`src/rtl/pin_chain_tester.sv`:
```
// Initiator for the jig pin loopback chain: drives zeros/ones/walking-one/walking-zero patterns
// and checks the synchronized return. Optional Hi-Z float step via PIN_CHAIN_HIZ_CHECK_EN.
module pin_chain_tester #(
  parameter int unsigned NPINS         = 17,
  parameter int unsigned SETTLE_CYCLES = 8
`ifdef PIN_CHAIN_HIZ_CHECK_EN
  ,
  parameter logic        HIZ_EXPECT    = 1'b0
`endif
) (
  input  logic             clk,
  input  logic             rst_n,
  input  logic             start,
  output logic [NPINS-1:0] drive_o,
  output logic             oe_o,
  input  logic [NPINS-1:0] sense_i,
  output logic             busy,
  output logic             done,
  output logic             pass,
  output logic [NPINS-1:0] fail_mask,
  output logic [7:0]       fail_count
);

`ifdef PIN_CHAIN_HIZ_CHECK_EN
  localparam int unsigned NSTEPS = 3 + 2 * NPINS;
`else
  localparam int unsigned NSTEPS = 2 + 2 * NPINS;
`endif
  localparam int unsigned SW = $clog2(NSTEPS);
  localparam int unsigned CW = $clog2(SETTLE_CYCLES + 1);
  localparam logic [SW-1:0] LastStep   = SW'(NSTEPS - 1);
  localparam logic [CW-1:0] SettleLast = CW'(SETTLE_CYCLES - 1);

  typedef enum logic [1:0] {StIdle, StDrive, StSample, StFinish} state_e;

  state_e           state_q, state_d;
  logic [CW-1:0]    cnt_q, cnt_d;
  logic [SW-1:0]    step_q, step_d;
  logic [NPINS-1:0] drive_q, drive_d;
  logic             oe_q, oe_d;
  logic [NPINS-1:0] mask_q, mask_d;
  logic [7:0]       count_q, count_d;
  logic             pass_q, pass_d;
  logic [NPINS-1:0] sync1_q, sync2_q;
  logic [NPINS-1:0] expected, mismatch;

  // Pattern driven for a given step; the float step (if any) drives zeros.
  function automatic logic [NPINS-1:0] pattern(input int unsigned s);
    logic [NPINS-1:0] one;
    logic [NPINS-1:0] p;
    one    = '0;
    one[0] = 1'b1;
    p      = '0;
    if (s == 1) begin
      p = '1;
    end else if (s >= 2 && s < NPINS + 2) begin
      p = one << (s - 2);
    end else if (s >= NPINS + 2 && s < 2 * NPINS + 2) begin
      p = ~(one << (s - NPINS - 2));
    end
    return p;
  endfunction

`ifdef PIN_CHAIN_HIZ_CHECK_EN
  assign expected = (step_q == LastStep) ? {NPINS{HIZ_EXPECT}} : drive_q;
`else
  assign expected = drive_q;
`endif

  always_comb begin
    state_d  = state_q;
    cnt_d    = cnt_q;
    step_d   = step_q;
    drive_d  = drive_q;
    oe_d     = oe_q;
    mask_d   = mask_q;
    count_d  = count_q;
    pass_d   = pass_q;
    mismatch = '0;
    unique case (state_q)
      StIdle: begin
        if (start) begin
          mask_d  = '0;
          count_d = '0;
          pass_d  = 1'b0;
          oe_d    = 1'b1;
          step_d  = '0;
          drive_d = pattern(0);
          cnt_d   = '0;
          state_d = StDrive;
        end
      end
      StDrive: begin
        if (cnt_q == SettleLast) begin
          state_d = StSample;
        end else begin
          cnt_d = cnt_q + 1'b1;
        end
      end
      StSample: begin
        mismatch = sync2_q ^ expected;
        mask_d   = mask_q | mismatch;
        if (|mismatch && count_q != 8'hff) begin
          count_d = count_q + 8'd1;
        end
        if (step_q == LastStep) begin
          pass_d  = (mask_d == '0);
          oe_d    = 1'b0;
          drive_d = '0;
          state_d = StFinish;
        end else begin
          step_d  = step_q + 1'b1;
          drive_d = pattern(32'(step_d));
          cnt_d   = '0;
`ifdef PIN_CHAIN_HIZ_CHECK_EN
          oe_d    = (step_d != LastStep);
`else
          oe_d    = 1'b1;
`endif
          state_d = StDrive;
        end
      end
      StFinish: begin
        state_d = StIdle;
      end
      default: state_d = StIdle;
    endcase
  end

  always_ff @(posedge clk or negedge rst_n) begin
    if (!rst_n) begin
      state_q <= StIdle;
      cnt_q   <= '0;
      step_q  <= '0;
      drive_q <= '0;
      oe_q    <= 1'b0;
      mask_q  <= '0;
      count_q <= '0;
      pass_q  <= 1'b0;
      sync1_q <= '0;
      sync2_q <= '0;
    end else begin
      state_q <= state_d;
      cnt_q   <= cnt_d;
      step_q  <= step_d;
      drive_q <= drive_d;
      oe_q    <= oe_d;
      mask_q  <= mask_d;
      count_q <= count_d;
      pass_q  <= pass_d;
      sync1_q <= sense_i;
      sync2_q <= sync1_q;
    end
  end

  assign drive_o    = drive_q;
  assign oe_o       = oe_q;
  assign busy       = (state_q == StDrive) || (state_q == StSample);
  assign done       = (state_q == StFinish);
  assign pass       = pass_q;
  assign fail_mask  = mask_q;
  assign fail_count = count_q;

endmodule

```
`config.mk`:
```
export PLATFORM = sky130hd
export DESIGN_NAME = pin_chain_tester
export DESIGN_NICKNAME = d
export VERILOG_FILES = /design/src/rtl/pin_chain_tester.sv
export SDC_FILE = /design/constraint.sdc
export NUM_CORES = 1
export LEC_CHECK = 0
export CELL_PAD_IN_SITES_DETAIL_PLACEMENT = 2
export CELL_PAD_IN_SITES_GLOBAL_PLACEMENT = 2
export CORE_UTILIZATION = 37
export DETAILED_ROUTE_END_ITERATION = 10
export PLACE_DENSITY_LB_ADDON = 0.1
export REMOVE_ABC_BUFFERS = 1
export SYNTH_ARGS = -nofsm -noshare
export SYNTH_HDL_FRONTEND = slang
export SYNTH_SLANG_ARGS = --single-unit
```
`constraint.sdc`:
```
create_clock -name clk -period 5.9 [get_ports clk]
set_clock_uncertainty 0.15 [all_clocks]
set_input_delay 0.885 -clock clk [delete_from_list [all_inputs] [get_ports clk]]
set_output_delay 0.885 -clock clk [all_outputs]
set_load 0.01 [all_outputs]
```
* Word-level counts from Yosys, hierarchy flattened
Index checks and enable logic that the tools add are counted. W data, S select, Z words.
Storage, ports and cells: register bits after elaboration 90, input port bits 20, output and inout bits 46, logic and storage cells 80
Operators by class: add/subtract/negate cells 6, order comparisons 4, equality and inequality tests 13, shift operators 2, mux-type cells 27, bitwise operators 3, reductions and logical operators 15
Operators with widths (number):
- $mux W17 | 5
- $pmux W17 S2 | 2
- $shl A1 B32 Y17 const A | 2
- $logic_not A17 Y1 | 1
- $not A17 Y17 | 1
- $or A17 B17 Y17 | 1
- $reduce_or A17 Y1 | 1
- $xor A17 B17 Y17 | 1
- $mux W8 | 2
- $pmux W8 S2 | 1
- $mux W4 | 3
- $mux W6 | 2
- $ne A2 B2 Y1 const B | 6
- $pmux W4 S3 | 1
- $pmux W6 S2 | 1
- $reduce_and A3 Y1 | 3
- $add A8 B1 Y8 const B | 1
- $ne A8 B8 Y1 const B | 1
- $pmux W2 S4 | 1
- $sub A7 B3 Y8 const B | 1
- $sub A6 B2 Y7 const B | 1
- $sub A6 B5 Y7 const B | 1
- $add A6 B1 Y6 const B | 1
- $eq A6 B1 Y1 const B | 1
- 19 further kinds | 29

* Depth between registers and ports, before layout
word-level depth 10, mapped depth 15, depth with buffers taken out 11

* Worst setup path after synthesis
No wires, ideal clock.
kind register -> register, start register step_q[0], end register drive_q[12] (netlist: drive_o[12]), setup time 0.143 ns, data arrival time 3.139 ns, required time 5.607 ns, path slack 2.468 ns, cell stages (with the launch flop) 16, buffers on the path 5, path through dfrtp_1 > buf_2 > clkbuf_1 > inv_1 > ha_1 > buf_2 > inv_1 > ha_1 > a21bo_1 > buf_6 > xnor2_2 > o21ai_1 > a21o_1 > buf_6 > o41ai_2 > nand3_1
Between the ends: word-level cells in the longest chain between the ends 10, elaborated cells between the ends (all ways) 20
Ends and longest elaborated chain:
- start: declaration | line 38 | logic [SW-1:0] step_q, step_d;
- start signal: assignment | line 145 | step_q <= step_d;
- $add A6 B1 Y6 | line 112 | step_d = step_q + 1'b1;
- $sub A6 B5 Y7 | line 59 | p = ~(one << (s - NPINS - 2));
- $sub A7 B3 Y8 | line 59
- $shl A1 B32 Y17 | line 59
- $not A17 Y17 | line 59
- $mux W17 | line 58 | end else if (s >= NPINS + 2 && s < 2 * NPINS + 2) begin
- $mux W17 | line 56 | end else if (s >= 2 && s < NPINS + 2) begin
- $mux W17 | line 54 | if (s == 1) begin
- $mux W17 (*) | line 106 | if (step_q == LastStep) begin
- $pmux W17 S2 (*) | line 80 | unique case (state_q)
- end signal: assignment | line 146 | drive_q <= drive_d;
- end: declaration | line 39 | logic [NPINS-1:0] drive_q, drive_d;
Mark *: on every way between the ends. The rest lies on a longest branch, timed or not. A chain may end at the register's enable or synchronous reset.

* Final worst setup path
start register step_q[0], end register drive_q[10] (netlist: drive_o[10])
Same word-level chain as after synthesis.

==> impl_metrics.env <==
export IMPL_area_delta_synth_final_pct=22.2
export IMPL_max_cap_violations=0
export IMPL_final_area_um2=5770
export IMPL_nFillCells=1324
export IMPL_synth_xor_area_frac=0.0623
export IMPL_synth_edf_count=0
export IMPL_n_antenna_cell=0
export IMPL_synth_top_family_by_area="compound AO/OA/AOI/OAI gates"
export IMPL_antenna_left=0
export IMPL_worstPathRequired_ps=5970
export IMPL_hp_class="register to register"
export IMPL_start_util=0.386
export IMPL_dominantRegCellSynth="dfrtp_1"
export IMPL_die_area_um2=13200
export IMPL_drc=0
export IMPL_synthArstFlopShare=1.00
export IMPL_cts_resized=0
export IMPL_drive_gt1_frac=0.0697
export IMPL_hold_viol_final=0
export IMPL_numPlacedInstances=697
export IMPL_vias=4048
export IMPL_clock_sinks=90
export IMPL_layout_commonest_cell="dfrtp_1"
export IMPL_grt_pass1_vias=4292
export IMPL_p_per_area_nw_per_um2=526
export IMPL_ys_types=66
export IMPL_cts_setup_buffers=0
export IMPL_yosys_warnings=0
export IMPL_viasPerCell=5.68
export IMPL_cp_start_kind="register"
export IMPL_fp_row_count=40
export IMPL_synth_compound_area_frac=0.190
export IMPL_crit_buf_inv=1
export IMPL_total_power_mw=3.03
export IMPL_portBuffers=65
export IMPL_firstDrtPassIters=6
export IMPL_cp_end_kind="register"
export IMPL_synth_area_um2=4720
export IMPL_dieHeight_um=115
export IMPL_synthMuxAreaShare=0.0111
export IMPL_clock_latency_ps=360
export IMPL_rsz0062_at_grt="no"
export IMPL_cp_top_family="compound AO/OA/AOI/OAI gates"
export IMPL_fin_crit_sh=0.720
export IMPL_whs_ps=202
export IMPL_cts_tree="built"
export IMPL_status="finished clean"
export IMPL_crit_arrival_ps=4310
export IMPL_path_max_fanout=20
export IMPL_wl_per_cell_um=21.6
export IMPL_p_leak_nw=2.40
export IMPL_syn_mean_instance_area_um2=9.73
export IMPL_slew_headroom=0.343
export IMPL_grt_overflow=0
export IMPL_grt_max_degree=77
export IMPL_cts_buffer_depth=2
export IMPL_hpwl_um=11200
export IMPL_synthAdderAreaFrac=0.0345
export IMPL_final_cell_mix="90 x dfrtp_1, 64 x clkdlybuf4s50_1, 57 x nand2_1, 43 x nor2_1, 34 x o21ai_0"
export IMPL_grt_pass1_wl_um=24600
export IMPL_instances_no_fill=713
export IMPL_min_period_ps=4250
export IMPL_hold_buffers=0
export IMPL_cts_inserted_buffers=9
export IMPL_cts_root_buf="clkbuf_16"
export IMPL_slew_viol_final=0
export IMPL_yosys_area_share_simple=0.184
export IMPL_crit_type="register to register"
export IMPL_netlist_instances=485
export IMPL_worst_slack_ps=1650
export IMPL_ys_seq_elements=90
export IMPL_clk_pin_slew_ps=80
export IMPL_critical_path_cell_chain="inv_1, ha_1, nor2b_1, nor2_1, ha_1, o22ai_1, o21ai_1, a21o_1, o41ai_1, a21oi_1"
export IMPL_critPathSlowestCell="dfrtp_1"
export IMPL_htreeDepth=3
export IMPL_nets=573
export IMPL_crit_top_cell="ha_1"
export IMPL_finalSetupTns_ps=0
export IMPL_slowest_delay_ps=790
export IMPL_ys_seq_area_frac=0.477
export IMPL_track_usage=0.249
export IMPL_routed_wl_um=15400
export IMPL_setup_viol=0
export IMPL_peakVddDrop_v=0.000208
export IMPL_worst_pin_slew_ps=986
export IMPL_final_util=0.472
export IMPL_gp_congestion=0.827
export IMPL_dpl_cell_area_um2=5460
export IMPL_io_pins=66
export IMPL_antenna_found_initial=0
export IMPL_dp_slack_ps=1850
export IMPL_coreArea_um2=12200
export IMPL_drt_iter0_markers=161
export IMPL_die_w_um=115
export IMPL_max_freq_mhz=235
[cell families (layout without fill, tap and decap cells)]
kind of cell,count (synthesis),in the layout
DFF,90,90
buffers and inverters,37,97
xor gates and xnor gates,31,31
muxes,5,5
AOI/OAI and AO/OA,129,129
and+or+nand+nor,180,180
adders and majority gates,13,13
[final timing paths]
| check | slack [ps] | startpoint | end | cells past startpoint |
|---|---|---|---|---|
| max in group asynchronous | 4150 | rst_n | sync1_q[2] | 2 |
| worst max-delay path | 1650 | step_q[0] | drive_o[10] | 10 |
| worst min register to register | 200 | sync1_q[13] | sync2_q[13] | 0 |
| worst min-delay path | 200 | sync1_q[13] | sync2_q[13] | 0 |
| min in group asynchronous | 230 | rst_n | fail_count[1] | 1 |
| worst max register to register | 1650 | step_q[0] | drive_o[10] | 10 |
[report_power, final]
part | internal, mW | switching [mW]
Combinational | 0.574 | 0.917
Clock | 0.303 | 0.291
Sequential | 0.759 | 0.188
[area by class of cell]
class | count | area (um2) | share of cell area
Multi-Input combinational cell | 358 | 2280 | 0.395
Sequential cell | 90 | 2250 | 0.391
Timing Repair Buffer | 67 | 663 | 0.115
Clock buffer | 9 | 225 | 0.0391
Tap cell | 168 | 210 | 0.0365
Clock inverter | 7 | 86.3 | 0.0150
Inverter | 14 | 52.6 | 0.00911
[Yosys cell counts, drive strengths merged (3+ instances only)]
cell type  count  area [um2]
dfrtp         90        2250
a2bb2oi        7        61.3
nor2b          3        18.8
xnor2          5        58.8
or2            3        18.8
nand3b         3        22.5
xor2          26         235
mux2i          3        30.0
nand3         18         103
nand2         57         214
nor2          44         168
inv           14        52.6
nand4          5        31.3
a211oi         4        40.0
nor3          13        65.1
clkbuf        11        41.3
nor4          10        68.8
ha            13         163
o22ai          3        25.0
a31oi          5        31.3
o311ai         4        35.0
o21ai         38         190
buf           12        95.1
o211ai         3        22.5
o41ai          8        77.6
and2           6        37.5
a41oi          5        43.8
or3            3        18.8
a22oi         11        82.6
nand2b         8        50.1
a21oi         21         109
a221oi         4        35.0
[metal layers]
layer | part of all wire | wire length, um | vias up | track usage
met5 | 0 | 0 | - | 0
met4 | 0.017 | 259 | 0 | 0.0805
met3 | 0.031 | 482 | 23 | 0.0337
met2 | 0.49 | 7580 | 92 | 0.417
met1 | 0.46 | 7050 | 2075 | 0.333
li1 | - | - | 1858 | -
[flip-flops by register name (all words and copies together), names as in the netlist]
| signal | flops |
|---|---|
| oe_o | 1 |
| fail_mask | 17 |
| fail_count | 8 |
| sync1_q | 17 |
| pass | 1 |
| state_q | 2 |
| step_q | 6 |
| cnt_q | 4 |
| sync2_q | 17 |
| drive_o | 17 |
No activity file was read; power rests on OpenSTA's default activity.
